`config.mk`:
```
export PLATFORM = sky130hd
export DESIGN_NAME = alu_op_sequencer
export DESIGN_NICKNAME = d
export VERILOG_FILES = /design/src/rtl/alu_op_sequencer.sv
export SDC_FILE = /design/constraint.sdc
export NUM_CORES = 1
export LEC_CHECK = 0
export ABC_AREA = 1
export ABC_CLOCK_PERIOD_IN_PS = 1800
export CAP_MARGIN = 20
export CELL_PAD_IN_SITES_DETAIL_PLACEMENT = 0
export CELL_PAD_IN_SITES_GLOBAL_PLACEMENT = 1
export CORE_ASPECT_RATIO = 0.9
export CORE_MARGIN = 2
export CORE_UTILIZATION = 30
export DETAILED_ROUTE_END_ITERATION = 8
export PLACE_DENSITY = 0.8
export SYNTH_ARGS = -nofsm -noshare
export SYNTH_HDL_FRONTEND = slang
export SYNTH_SLANG_ARGS = --single-unit
```
`constraint.sdc`:
```
create_clock -name clock -period 1.8 [get_ports clock]
set_clock_uncertainty 0.15 [all_clocks]
set_input_delay 0.36 -clock clock [delete_from_list [all_inputs] [get_ports clock]]
set_output_delay 0.36 -clock clock [all_outputs]
set_load 0.05 [all_outputs]
```
`src/rtl/alu_op_sequencer.sv`:
```
// Four-step control sequencer around the ALU bit-operation units: latches operands,
// presents them for a full settle step, captures the 2*DATA_W result into Z and holds it until acked.
module alu_op_sequencer #(
    parameter int DATA_W  = 32,
    parameter int OPSEL_W = 4
) (
    input  logic                  clock,
    input  logic                  clear,
    input  logic                  start,
    input  logic [OPSEL_W-1:0]    opcode,
    input  logic [DATA_W-1:0]     ra_in,
    input  logic [DATA_W-1:0]     rb_in,
    output logic                  ready,
    output logic [DATA_W-1:0]     alu_a,
    output logic [DATA_W-1:0]     alu_b,
    output logic [OPSEL_W-1:0]    alu_op,
    input  logic [2*DATA_W-1:0]   alu_result,
    output logic [DATA_W-1:0]     z_lo,
    output logic [DATA_W-1:0]     z_hi,
    output logic                  z_zero,
    output logic                  done,
    input  logic                  ack
);

    typedef enum logic [1:0] {
        ST_IDLE = 2'd0,
        ST_T1   = 2'd1,
        ST_T2   = 2'd2,
        ST_T3   = 2'd3
    } state_t;

    state_t                 state_r;
    state_t                 state_next_s;
    logic [DATA_W-1:0]      y_r;
    logic [DATA_W-1:0]      b_r;
    logic [OPSEL_W-1:0]     op_r;
    logic [2*DATA_W-1:0]    z_r;
    logic                   ready_s;
    logic                   done_s;
    logic                   accept_s;
    logic                   capture_s;

    assign accept_s  = (state_r == ST_IDLE) && start;
    assign capture_s = (state_r == ST_T2);

    // State register.
    always_ff @(posedge clock or negedge clear) begin
        if (!clear) begin
            state_r <= ST_IDLE;
        end else begin
            state_r <= state_next_s;
        end
    end

    // Next-state decode; start is only looked at in IDLE and ack only in T3.
    always_comb begin
        state_next_s = state_r;
        case (state_r)
            ST_IDLE: begin
                if (start) begin
                    state_next_s = ST_T1;
                end else begin
                    state_next_s = ST_IDLE;
                end
            end
            ST_T1:   state_next_s = ST_T2;
            ST_T2:   state_next_s = ST_T3;
            ST_T3: begin
                if (ack) begin
                    state_next_s = ST_IDLE;
                end else begin
                    state_next_s = ST_T3;
                end
            end
            default: state_next_s = ST_IDLE;
        endcase
    end

    // Output decode from the state register only.
    always_comb begin
        ready_s = 1'b0;
        done_s  = 1'b0;
        case (state_r)
            ST_IDLE: ready_s = 1'b1;
            ST_T1:   ready_s = 1'b0;
            ST_T2:   ready_s = 1'b0;
            ST_T3:   done_s  = 1'b1;
            default: begin
                ready_s = 1'b0;
                done_s  = 1'b0;
            end
        endcase
    end

    // Y/B/OP holding registers, loaded only on an accepted request.
    always_ff @(posedge clock or negedge clear) begin
        if (!clear) begin
            y_r  <= {DATA_W{1'b0}};
            b_r  <= {DATA_W{1'b0}};
            op_r <= {OPSEL_W{1'b0}};
        end else if (accept_s) begin
            y_r  <= ra_in;
            b_r  <= rb_in;
            op_r <= opcode;
        end else begin
            y_r  <= y_r;
            b_r  <= b_r;
            op_r <= op_r;
        end
    end

    // Z register; the full ALU result is captured unmasked at the end of T2.
    always_ff @(posedge clock or negedge clear) begin
        if (!clear) begin
            z_r <= {(2*DATA_W){1'b0}};
        end else if (capture_s) begin
            z_r <= alu_result;
        end else begin
            z_r <= z_r;
        end
    end

    assign ready  = ready_s;
    assign done   = done_s;
    assign alu_a  = y_r;
    assign alu_b  = b_r;
    assign alu_op = op_r;
    assign z_lo   = z_r[DATA_W-1:0];
    assign z_hi   = z_r[2*DATA_W-1:DATA_W];
    assign z_zero = ~|z_r;

endmodule

```
* Word-level counts from Yosys, hierarchy flattened
Index checks and enable logic that the tools add are counted.
Operators by class: multiplexer cells 5, reduce and logical (&&, ||, !) cells 4, equality and inequality tests 3
Operator list (number):
- 64-bit OR reduction | 1
- 2-bit case mux with 4 select lines | 1
- 2-bit equality test (second input constant) | 2
- 1-bit 2-to-1 mux | 3
- 2-bit by 1-bit equality test with 1-bit output (second input constant) | 1
- 2-bit logical NOT | 1
- 2-bit 2-to-1 mux | 1
- 1-bit logical AND | 1
- 1-bit logical NOT | 1
Word-level totals: output and inout bits 135, logic and storage cells 17, flip-flop bits (word level) 134

* Logic depth before layout (Yosys ltp)
Gate-level depths: netlist of the first run.
depth in word-level cells 2, mapped depth 7, depth with buffers taken out 7

* Least setup slack after synthesis of the first run
OpenSTA, ideal clock, no wires.
path kind register to output, start register z_r[4], end output z_zero, slack -0.378 ns, buffers on the path 0, cell stages (with the launch flop) 8, required time 1.290 ns, arrival 1.668 ns, cells stage by stage dfrtp_1 inv_1 nand2_1 nor2_1 nand2_1 nor2_1 nand2_1 nor2_1
Between the ends: cells in the longest elaborated chain, start to end 2
Ends and longest elaborated chain:
- start: declaration | RTL line 37 | logic [2*DATA_W-1:0] z_r;
- start signal: assignment | RTL line 115 | z_r <= {(2*DATA_W){1'b0}};
- start signal: assignment | RTL line 117 | z_r <= alu_result;
- start signal: assignment | RTL line 119 | z_r <= z_r;
- 64-bit OR reduction | RTL line 130 | assign z_zero = ~|z_r;
- 1-bit logical NOT | RTL line 130
- end: declaration | RTL line 20 | output logic z_zero,
Every way passes these cells.

* Worst setup path after layout of the first run
start register z_r[32], end output z_zero
Same word-level chain as after synthesis.

==> results of run 1 <==
==> area by class of cell <==
cell class | instances | area, sq um | share of cell area, %
timing repair buffer | 302 | 2780 | 31.1
multi-input combinational | 215 | 1790 | 20.0
sequential | 134 | 3370 | 37.7
tap | 240 | 300 | 3.35
inverter | 22 | 82.6 | 0.922
antenna | 1 | 2.50 | 0.0280
clock inverter | 15 | 191 | 2.14
clock buffer | 17 | 425 | 4.75
==> sequential cells by signal, summed over array words and instances (netlist names) <==
name     flops
z_r         64
alu_op       4
state_r      2
alu_a       32
alu_b       32
==> metal layers <==
layer	vias to the layer above	wire [um]	global-route usage (%)
met2	188	7540	27.1
met4	0	263	5.42
met5	-	0	0
li1	1908	-	-
met1	1999	5840	18.0
met3	13	1390	7.38
==> worst reg2reg max path: stages (launching register included) <==
cell and delay [ns]:
sky130_fd_sc_hd__dfrtp_1 0.43, sky130_fd_sc_hd__inv_1 0.11, sky130_fd_sc_hd__nand2_4 0.10, sky130_fd_sc_hd__buf_4 0.27, sky130_fd_sc_hd__mux2_2 0.38
==> logic make-up after synthesis <==
kind of cell	share of synthesized area, %
DFF	63.5
buffers and inverters	3.60
muxes	24.5
and+or+nand+nor	6.35
AOI/OAI and AO/OA	1.99
==> path summary, 6_finish.rpt <==
| path | endpoint | startpoint | slack [ns] | depth (start not counted) |
|---|---|---|---|---|
| max | z_zero | z_r[32]$_DFFE_PN0P_ | -0.30 | 8 |
| min | alu_a[17]$_DFFE_PN0P_ | clear | 0.34 | 2 |
| max reg2reg | z_r[27]$_DFFE_PN0P_ | state_r[0]$_DFF_PN0_ | 0.24 | 4 |
| min reg2reg | alu_op[3]$_DFFE_PN0P_ | alu_op[3]$_DFFE_PN0P_ | 0.36 | 1 |
| max in group asynchronous | z_r[15]$_DFFE_PN0P_ | clear | 0.58 | 3 |
| min in group clock | alu_op[3]$_DFFE_PN0P_ | alu_op[3]$_DFFE_PN0P_ | 0.36 | 1 |
==> Yosys cell counts <==
| library cell | n |
|---|---|
| sky130_fd_sc_hd__nor2_4 | 1 |
| sky130_fd_sc_hd__mux2_4 | 9 |
| sky130_fd_sc_hd__nand4_1 | 4 |
| sky130_fd_sc_hd__buf_2 | 11 |
| sky130_fd_sc_hd__and2_1 | 2 |
| sky130_fd_sc_hd__a21oi_1 | 20 |
| sky130_fd_sc_hd__nand2_2 | 1 |
| sky130_fd_sc_hd__buf_4 | 1 |
| sky130_fd_sc_hd__inv_1 | 22 |
| sky130_fd_sc_hd__nor2_1 | 52 |
| sky130_fd_sc_hd__buf_6 | 4 |
| sky130_fd_sc_hd__nand2_1 | 21 |
| sky130_fd_sc_hd__o21ai_0 | 1 |
| sky130_fd_sc_hd__and2_0 | 1 |
| sky130_fd_sc_hd__dfrtp_1 | 134 |
| sky130_fd_sc_hd__mux2_2 | 103 |
==> stage by stage <==
| stage | worst slack, ns | area, sq um | TNS [ns] |
|---|---|---|---|
| after floorplan | 0.00101 | 5310 | 0 |
| after global placement | -0.00247 | 8200 | -0.0189 |
| after detailed placement | -0.0401 | 8200 | -1.19 |
| after CTS | -0.341 | 8880 | -0.341 |
| after global routing | -0.382 | 8950 | -0.382 |
| final | -0.301 | 8950 | -0.301 |
==> cells in the final DEF, fill, tap and decap left out, types with 2 or more instances in the layout <==
cell type / n
sky130_fd_sc_hd__inv_6: 6
sky130_fd_sc_hd__nor2_1: 40
sky130_fd_sc_hd__dfrtp_2: 16
sky130_fd_sc_hd__clkbuf_16: 17
sky130_fd_sc_hd__nand2_1: 16
sky130_fd_sc_hd__inv_1: 14
sky130_fd_sc_hd__nor2_4: 3
sky130_fd_sc_hd__mux2_2: 103
sky130_fd_sc_hd__clkinvlp_4: 2
sky130_fd_sc_hd__clkdlybuf4s50_1: 134
sky130_fd_sc_hd__nand4_1: 4
sky130_fd_sc_hd__dfrtp_1: 118
sky130_fd_sc_hd__mux2_4: 9
sky130_fd_sc_hd__clkinv_4: 2
sky130_fd_sc_hd__and2_1: 2
sky130_fd_sc_hd__buf_12: 14
sky130_fd_sc_hd__nor2_2: 10
sky130_fd_sc_hd__buf_4: 152
sky130_fd_sc_hd__bufinv_16: 3
sky130_fd_sc_hd__a21oi_1: 20
sky130_fd_sc_hd__inv_2: 8
sky130_fd_sc_hd__nand2_2: 5
==> what timing repair did <==
| action | in CTS | in global routing |
|---|---|---|
| hold buffers | 1 | 0 |
| hold endpoints to repair | 39 | 0 |
| buffers inserted | 6 | 5 |
| setup endpoints to repair | 1 | 3 |
| resized for setup | 10 | 15 |
| pin swaps | 12 | 14 |
| gates cloned | 0 | 0 |
==> impl_metrics.env, run 1 <==
export IMPL_syn_num_nets=523
export IMPL_mappedNetlistArea_sq_um=5280
export IMPL_cts_buffers_inserted=17
export IMPL_wirelength_um=15000
export IMPL_dieWidth_um=144
export IMPL_detail_route_wl_per_cell_um=15.9
export IMPL_post_synth_inst_count=387
export IMPL_critical_path_slowest_cell="sky130_fd_sc_hd__dfrtp_2"
export IMPL_highest_achievable_clock_rate_ghz=0.476
export IMPL_violations="negative setup slack"
export IMPL_maxCapViolations=0
export IMPL_max_slew_margin_pct=69.3
export IMPL_skew_pair_late_insertion_delay_ns=0.41
export IMPL_min_cycle_time_layout_ns=2.10
export IMPL_global_route_wire_length_before_repair_um=22700
export IMPL_worstPathRequired_ns=1.29
export IMPL_syn_mean_instance_area_sq_um=13.6
export IMPL_clk_transition_reported_paths_ns=0.06
export IMPL_crit_top_cell="sky130_fd_sc_hd__nand2_2"
export IMPL_grt_max_degree=47
export IMPL_yosysUniqueCellTypes=16
export IMPL_critPathTopFamily="simple AND/OR/NAND/NOR gates"
export IMPL_critPathLaunchType="register"
export IMPL_final_cell_count_no_fill=946
export IMPL_timing_worst_setup_path_type="register to output pin"
export IMPL_num_nets_final=828
export IMPL_gp_congestion=0.763
export IMPL_area_growth_syn_to_layout_pct=69.6
export IMPL_core_rowCount=46
export IMPL_synth_top_cells_by_area="sky130_fd_sc_hd__dfrtp_1, sky130_fd_sc_hd__mux2_2, sky130_fd_sc_hd__nor2_1"
export IMPL_ys_seq_elements=134
export IMPL_hold_violations=0
export IMPL_globalRouteTotalUtil_pct=16.0
export IMPL_vias=4108
export IMPL_antenna_found_initial=1
export IMPL_slowest_delay_ns=0.41
export IMPL_maximum_root_to_sink_buffer_count=2
export IMPL_yosysTopAreaCell="sky130_fd_sc_hd__dfrtp_1"
export IMPL_detailed_place_hpwl_um=11300
export IMPL_cts_tree="done"
export IMPL_seq_area_frac_synth_pct=63.5
export IMPL_worst_endpoint_arrival_ns=1.59
export IMPL_max_slew_worst_pin_slew_ns=0.461
export IMPL_post_route_period_util_pct=117
export IMPL_finalSetupViolations=1
export IMPL_area_enclosed_by_the_die_boundary_sq_um=18700
export IMPL_fin_ws_ns=-0.301
export IMPL_clock_sinks=134
export IMPL_grt_ovfl_total=0
export IMPL_rsz0062_at_grt="true"
export IMPL_cp_end_kind="output pin"
export IMPL_io_pin_count=271
export IMPL_die_height_um=130
export IMPL_min_path_type="primary input to async pin"
export IMPL_status="complete, but fails checks"
export IMPL_first_pass_iters=7
export IMPL_timing_critical_path_buf_inv=2
export IMPL_core_sq_um=17400
export IMPL_htree_num_levels=4
export IMPL_vias_in_the_first_global_route=4441
export IMPL_antenna_left=0
export IMPL_fin_hold_ws_ns=0.336
export IMPL_effective_utilization_at_floorplan_pct=30.3
export IMPL_cp_cell_sequence="inv_2 -> nand2_2 -> nor2_4 -> nand2_2 -> nor2_2 -> nand2_2 -> nor2_4 -> buf_12"
export IMPL_placedCellCount=901
export IMPL_drive_gt1_share_pct=50.2
export IMPL_final_core_util_pct=51.3
export IMPL_synth_top_area_share_pct=63.5
export IMPL_cts_root_buffer="sky130_fd_sc_hd__clkbuf_16"
export IMPL_fillCellCount=1500
export IMPL_initialDrtViolationCount=76
export IMPL_path_max_fanout=2
export IMPL_yosysWarnings=0
export IMPL_final_max_slew_violation_count=0
export IMPL_route_detailed_vias_per_inst=4.34
export IMPL_detail_route_drc_violations=0
export IMPL_port_buffers=270
Power of run 1 is left out: the tool's default activity adds up to more than one toggle a clock period on the data nets, which glitch-free logic cannot reach.
==> run 2: changes to the inputs <==
CAP_MARGIN = 0   (was 20)
PLACE_DENSITY = 0.86   (was 0.8)
==> impl_metrics.env, run 2 (synthesis results as in run 1) <==
export IMPL_detail_route_drc_violations=0
export IMPL_timing_worst_setup_path_type="register to output pin"
export IMPL_reg2reg_setup_slack_ns=0.27
export IMPL_global_route_wire_length_before_repair_um=22600
export IMPL_io_pin_count=271
export IMPL_min_path_type="primary input to async pin"
export IMPL_core_sq_um=17400
export IMPL_drive_gt1_share_pct=48.9
export IMPL_timing_rr_end="alu_a[21]$_DFFE_PN0P_"
export IMPL_area_growth_syn_to_layout_pct=71.9
export IMPL_reg2regPathDepth=4
export IMPL_post_route_period_util_pct=115
export IMPL_gp_congestion=0.775
export IMPL_clock_sinks=134
export IMPL_cp_end_kind="output pin"
export IMPL_port_buffers=270
export IMPL_regMostFlops="z_r"
export IMPL_status="complete, but fails checks"
export IMPL_clk_transition_reported_paths_ns=0.06
export IMPL_grt_ovfl_total=0
export IMPL_min_cycle_time_layout_ns=2.07
export IMPL_violations="negative setup slack"
export IMPL_initialDrtViolationCount=84
export IMPL_area_enclosed_by_the_die_boundary_sq_um=18700
export IMPL_commonest_non_fill_non_tap_cell_in_the_layout="sky130_fd_sc_hd__buf_4"
export IMPL_dp_slack_ns=-0.0337
export IMPL_cts_tree="done"
export IMPL_rsz0062_at_grt="true"
export IMPL_detail_route_wl_per_cell_um=15.8
export IMPL_mostFrequentLayoutCells="sky130_fd_sc_hd__buf_4, sky130_fd_sc_hd__clkdlybuf4s50_1, sky130_fd_sc_hd__dfrtp_1, sky130_fd_sc_hd__mux2_2, sky130_fd_sc_hd__nor2_1"
export IMPL_antenna_left=0
export IMPL_dieWidth_um=144
export IMPL_route_detailed_vias_per_inst=4.36
export IMPL_detailed_place_hpwl_um=11400
export IMPL_worstPathRequired_ns=1.29
export IMPL_wirelength_um=14900
export IMPL_max_slew_margin_pct=76.2
export IMPL_critPathLaunchType="register"
export IMPL_insertedDiodeCount=0
export IMPL_die_height_um=130
export IMPL_hold_violations=0
export IMPL_maximum_root_to_sink_buffer_count=2
export IMPL_fin_ws_ns=-0.275
export IMPL_first_pass_iters=4
export IMPL_max_slew_worst_pin_slew_ns=0.357
export IMPL_path_max_fanout=2
export IMPL_htree_num_levels=4
export IMPL_maxCapViolations=0
export IMPL_core_rowCount=46
export IMPL_number_of_flip_flops_in_the_largest_register=64
export IMPL_skew_pair_late_insertion_delay_ns=0.40
export IMPL_num_nets_final=831
export IMPL_vias_in_the_first_global_route=4495
export IMPL_cts_root_buffer="sky130_fd_sc_hd__clkbuf_16"
export IMPL_crit_reg2reg_launch="state_r[1]$_DFF_PN0_"
export IMPL_fillCellCount=1527
export IMPL_grt_max_degree=52
export IMPL_worst_endpoint_arrival_ns=1.56
export IMPL_cts_buffers_inserted=17
export IMPL_highest_achievable_clock_rate_ghz=0.482
export IMPL_final_max_slew_violation_count=0
export IMPL_antenna_found_initial=0
export IMPL_effective_utilization_at_floorplan_pct=30.3
export IMPL_vias=4132
export IMPL_globalRouteTotalUtil_pct=15.8
export IMPL_finalSetupViolations=1
-- run 2: area by class of cell --
| type | instances | area, sq um | area share (%) |
|---|---|---|---|
| clock buffers | 19 | 453 | 4.99 |
| multi-input cells | 215 | 1770 | 19.5 |
| repair buffers | 305 | 2920 | 32.2 |
| flip-flops and latches | 134 | 3370 | 37.2 |
| well taps | 240 | 300 | 3.31 |
| inverters | 22 | 82.6 | 0.910 |
| clock inverters | 13 | 179 | 1.97 |
-- run 2: stage by stage --
| stage | TNS [ns] | util (%) | instances | hold slack (ns) | area (sq um) |
|---|---|---|---|---|---|
| 6_report | -0.275 | 52.0 | 948 | 0.282 | 9070 |
| 5_1_grt | -0.414 | 52.0 | 948 | 0.283 | 9070 |
| 4_1_cts | -0.305 | 52.0 | 948 | 0.267 | 9070 |
| 3_5_place_dp | -0.369 | 47.7 | 903 | 0.139 | 8320 |
| 3_3_place_gp | -0.0111 | 47.7 | 903 | 0.129 | 8320 |
| 2_1_floorplan | 0 | - | 387 | -0.0856 | 5310 |
-- run 2: worst max path at each step --
stage | start | end
finish | z_r[34]$_DFFE_PN0P_ | z_zero
global route | z_r[34]$_DFFE_PN0P_ | z_zero
detailed placement | start | alu_a[24]$_DFFE_PN0P_
global placement | start | alu_a[24]$_DFFE_PN0P_
floorplan | z_r[6]$_DFFE_PN0P_ | z_zero
CTS | z_r[56]$_DFFE_PN0P_ | z_zero
-- run 2: worst max-delay path, cell delays in order (launching register included) --
cell,delay [ns]
sky130_fd_sc_hd__dfrtp_2,0.41
sky130_fd_sc_hd__inv_2,0.06
sky130_fd_sc_hd__nand2_1,0.05
sky130_fd_sc_hd__nor2_2,0.11
sky130_fd_sc_hd__nand2_1,0.06
sky130_fd_sc_hd__nor2_1,0.09
sky130_fd_sc_hd__nand2_1,0.10
sky130_fd_sc_hd__nor2_4,0.13
sky130_fd_sc_hd__buf_12,0.14
-- run 2: what timing repair did --
action	CTS	global route
gates resized for setup	10	3
hold buffers	1	0
buffers inserted	12	0
endpoints found under the hold margin	30	0
endpoints found under the setup margin	1	2
pin swaps	16	2
-- run 2: metal layers --
metal | global-route usage, % | vias up | share of wire (%)
li1 | - | 1908 | -
met1 | 17.1 | 2026 | 38
met2 | 28.0 | 183 | 52
met3 | 7.41 | 15 | 9.3
met4 | 4.15 | 0 | 1.3
met5 | 0 | - | 0
Power of run 2 is left out for the same reason.
==> run 3: changes to the inputs <==
CORE_UTILIZATION = 38   (was 30)
DONT_BUFFER_PORTS = 1   (was default)
PLACE_DENSITY = 0.71   (was 0.86)
==> impl_metrics.env, run 3 <==
export IMPL_synth_edff_count=0
export IMPL_gp_congestion=0.767
export IMPL_seq_area_frac_synth_pct=63.5
export IMPL_post_cts_hold_buffer_count=129
export IMPL_library_cell_with_the_highest_instance_count_after_synthesis="sky130_fd_sc_hd__dfrtp_1"
export IMPL_synth_top_area_share_pct=63.5
export IMPL_ys_seq_elements=134
export IMPL_core_rowCount=40
export IMPL_status="stopped before the end"
export IMPL_mappedNetlistArea_sq_um=5280
export IMPL_syn_num_nets=523
export IMPL_yosysUniqueCellTypes=16
export IMPL_detailed_place_hpwl_um=8880
export IMPL_dieWidth_um=128
export IMPL_die_height_um=116
export IMPL_yosysWarnings=0
export IMPL_htree_num_levels=4
export IMPL_synth_top_cells_by_area="sky130_fd_sc_hd__dfrtp_1, sky130_fd_sc_hd__mux2_2, sky130_fd_sc_hd__nor2_1"
export IMPL_post_cts_resized=3
export IMPL_failed_stage="4_1_cts"
export IMPL_yosysTopAreaCell="sky130_fd_sc_hd__dfrtp_1"
export IMPL_post_synth_inst_count=387
export IMPL_cts_root_buffer="sky130_fd_sc_hd__clkbuf_16"
export IMPL_cts_buffers_inserted=17
export IMPL_maximum_root_to_sink_buffer_count=2
export IMPL_clock_sinks=134
export IMPL_post_synth_most_frequent_cells="sky130_fd_sc_hd__dfrtp_1, sky130_fd_sc_hd__mux2_2, sky130_fd_sc_hd__nor2_1"
export IMPL_firstError="[ERROR RSZ-0060] Max buffer count reached."
export IMPL_synth_ff_type="sky130_fd_sc_hd__dfrtp_1"
export IMPL_port_buffers=0
export IMPL_synth_async_reset_ratio_pct=100
export IMPL_io_pin_count=271
export IMPL_effective_utilization_at_floorplan_pct=39.2
export IMPL_syn_mean_instance_area_sq_um=13.6
export IMPL_postCtsSetupRepairBufs=0
## run 3: cell families after synthesis
kind of cell           count (synthesis)  synth area share (%)
AOI/OAI and AO/OA                     21                  1.99
muxes                                112                  24.5
DFF                                  134                  63.5
and+or+nand+nor                       82                  6.35
buffers and inverters                 38                  3.60
## run 3: per-stage QoR
| stage | cell area [sq um] | hold slack (ns) | instances | setup WS [ns] | utilization (%) |
|---|---|---|---|---|---|
| after floorplan | 5310 | -0.0856 | 387 | 0.00101 | - |
| after global placement | 6010 | -0.0822 | 611 | 0.0769 | 44.6 |
| after detailed placement | 6010 | -0.0822 | 611 | 0.0883 | 44.6 |
==> run 4: changes to the inputs <==
CELL_PAD_IN_SITES_DETAIL_PLACEMENT = default   (was 0)
CELL_PAD_IN_SITES_GLOBAL_PLACEMENT = default   (was 1)
CORE_ASPECT_RATIO = default   (was 0.9)
CORE_UTILIZATION = 23   (was 38)
PLACE_DENSITY = default   (was 0.71)
PLACE_DENSITY_LB_ADDON = 0.15   (was default)
==> impl_metrics.env, run 4 (synthesis results as in run 1) <==
export IMPL_clock_sinks=134
export IMPL_core_sq_um=22600
export IMPL_dieWidth_um=155
export IMPL_maxCapViolations=0
export IMPL_post_cts_hold_buffer_count=133
export IMPL_insertedDiodeCount=0
export IMPL_final_max_slew_violation_count=0
export IMPL_final_core_util_pct=36.2
export IMPL_gp_congestion=0.727
export IMPL_min_path_type="primary input to async pin"
export IMPL_critPathLaunchType="register"
export IMPL_status="complete, but fails checks"
export IMPL_drive_gt1_share_pct=39.6
export IMPL_setup_total_negative_slack_ns=-0.358
export IMPL_grt_ovfl_total=0
export IMPL_slowest_delay_ns=0.39
export IMPL_commonest_non_fill_non_tap_cell_in_the_layout="sky130_fd_sc_hd__dlygate4sd3_1"
export IMPL_io_pin_count=271
export IMPL_vias=3721
export IMPL_worst_endpoint_arrival_ns=1.65
export IMPL_area_growth_syn_to_layout_pct=54.7
export IMPL_hold_violations=134
export IMPL_num_nets_final=734
export IMPL_max_slew_worst_pin_slew_ns=0.525
export IMPL_highest_achievable_clock_rate_ghz=0.463
export IMPL_global_route_wire_length_before_repair_um=21700
export IMPL_cp_end_kind="output pin"
export IMPL_crit_top_cell="sky130_fd_sc_hd__nor2_1"
export IMPL_port_buffers=0
export IMPL_core_rowCount=55
export IMPL_area_enclosed_by_the_die_boundary_sq_um=24200
export IMPL_regMostFlops="z_r"
export IMPL_detail_route_wl_per_cell_um=16.0
export IMPL_timing_worst_setup_path_type="register to output pin"
export IMPL_effective_utilization_at_floorplan_pct=23.4
export IMPL_rsz0062_at_grt="true"
export IMPL_antenna_left=0
export IMPL_cts_root_buffer="sky130_fd_sc_hd__clkbuf_16"
export IMPL_antenna_found_initial=0
export IMPL_first_pass_iters=4
export IMPL_min_cycle_time_layout_ns=2.16
export IMPL_cp_cell_sequence="nor2_1 -> nand4_1 -> nor2_1 -> nand2_1 -> nor2_4 -> buf_12"
export IMPL_grt_max_degree=135
export IMPL_number_of_flip_flops_in_the_largest_register=64
export IMPL_path_max_fanout=2
export IMPL_maximum_root_to_sink_buffer_count=2
export IMPL_critical_path_slowest_cell="sky130_fd_sc_hd__dfrtp_1"
export IMPL_cts_tree="done"
export IMPL_wirelength_um=14400
export IMPL_globalRouteTotalUtil_pct=11.8
export IMPL_die_height_um=155
export IMPL_violations="negative hold slack, negative setup slack"
export IMPL_mostFrequentLayoutCells="sky130_fd_sc_hd__dlygate4sd3_1, sky130_fd_sc_hd__dfrtp_1, sky130_fd_sc_hd__mux2_2, sky130_fd_sc_hd__buf_4, sky130_fd_sc_hd__nor2_1"
export IMPL_skew_pair_late_insertion_delay_ns=0.41
export IMPL_cts_buffers_inserted=17
export IMPL_timing_critical_path_buf_inv=1
export IMPL_route_detailed_vias_per_inst=4.15
export IMPL_vias_in_the_first_global_route=4051
export IMPL_htree_num_levels=4
export IMPL_detailed_place_hpwl_um=10000
export IMPL_worstPathRequired_ns=1.29
export IMPL_fin_hold_ws_ns=-0.513
export IMPL_finalSetupViolations=1
export IMPL_fin_ws_ns=-0.358
export IMPL_clk_transition_reported_paths_ns=0.06
export IMPL_initialDrtViolationCount=148
export IMPL_post_route_period_util_pct=120
export IMPL_detail_route_drc_violations=0
export IMPL_max_slew_margin_pct=65.0
export IMPL_critPathTopFamily="simple AND/OR/NAND/NOR gates"
## run 4: metal layers
layer,track usage [%],vias to the layer above,wire length (um)
li1,-,1711,-
met1,12.7,1847,5540
met2,20.9,143,7580
met3,4.32,20,912
met4,4.59,0,335
met5,0,-,0
## run 4: what timing repair did
item / CTS / global route
buffers inserted: 1 / 0
gates resized for setup: 7 / 0
hold endpoints to repair: 268 / 134
pin swaps: 3 / 1
setup endpoints to repair: 2 / 2
## run 4: worst register-to-register path, stage by stage, from the launching register on
cell and delay, ns:
sky130_fd_sc_hd__dfrtp_1 0.41, sky130_fd_sc_hd__buf_6 0.14, sky130_fd_sc_hd__buf_4 0.14, sky130_fd_sc_hd__nand2_4 0.15
sky130_fd_sc_hd__buf_12 0.21, sky130_fd_sc_hd__mux2_2 0.38
## run 4: metrics by stage
step                cells  cell area [sq um]  setup WS, ns
floorplan             387               5310       0.00101
global placement      730               6180        0.0348
detailed placement    730               6180       -0.0104
CTS                   896               8170        -0.440
global route          896               8170        -0.501
finish                896               8170        -0.358
## run 4: area by class of cell
class	instances	area [sq um]
clock buffers	17	425
clock inverters	15	193
fillers	2201	14400
inverters	22	86.3
multi-input cells	215	1770
flip-flops and latches	134	3370
well taps	285	357
repair buffers	208	1960
## run 4: path summary, 6_finish.rpt
check	to	slack, ns	cells past startpoint	start
setup / recovery	z_zero	-0.36	6	z_r[25]$_DFFE_PN0P_
min in group clock	state_r[0]$_DFF_PN0_	0.09	2	start
max in group asynchronous	alu_a[29]$_DFFE_PN0P_	1.68	0	clear
setup reg to reg	z_r[51]$_DFFE_PN0P_	0.11	5	state_r[1]$_DFF_PN0_
hold reg to reg	z_r[7]$_DFFE_PN0P_	0.39	2	z_r[7]$_DFFE_PN0P_
hold / removal	z_r[46]$_DFFE_PN0P_	-0.51	0	clear
Power of run 4 is left out for the same reason.
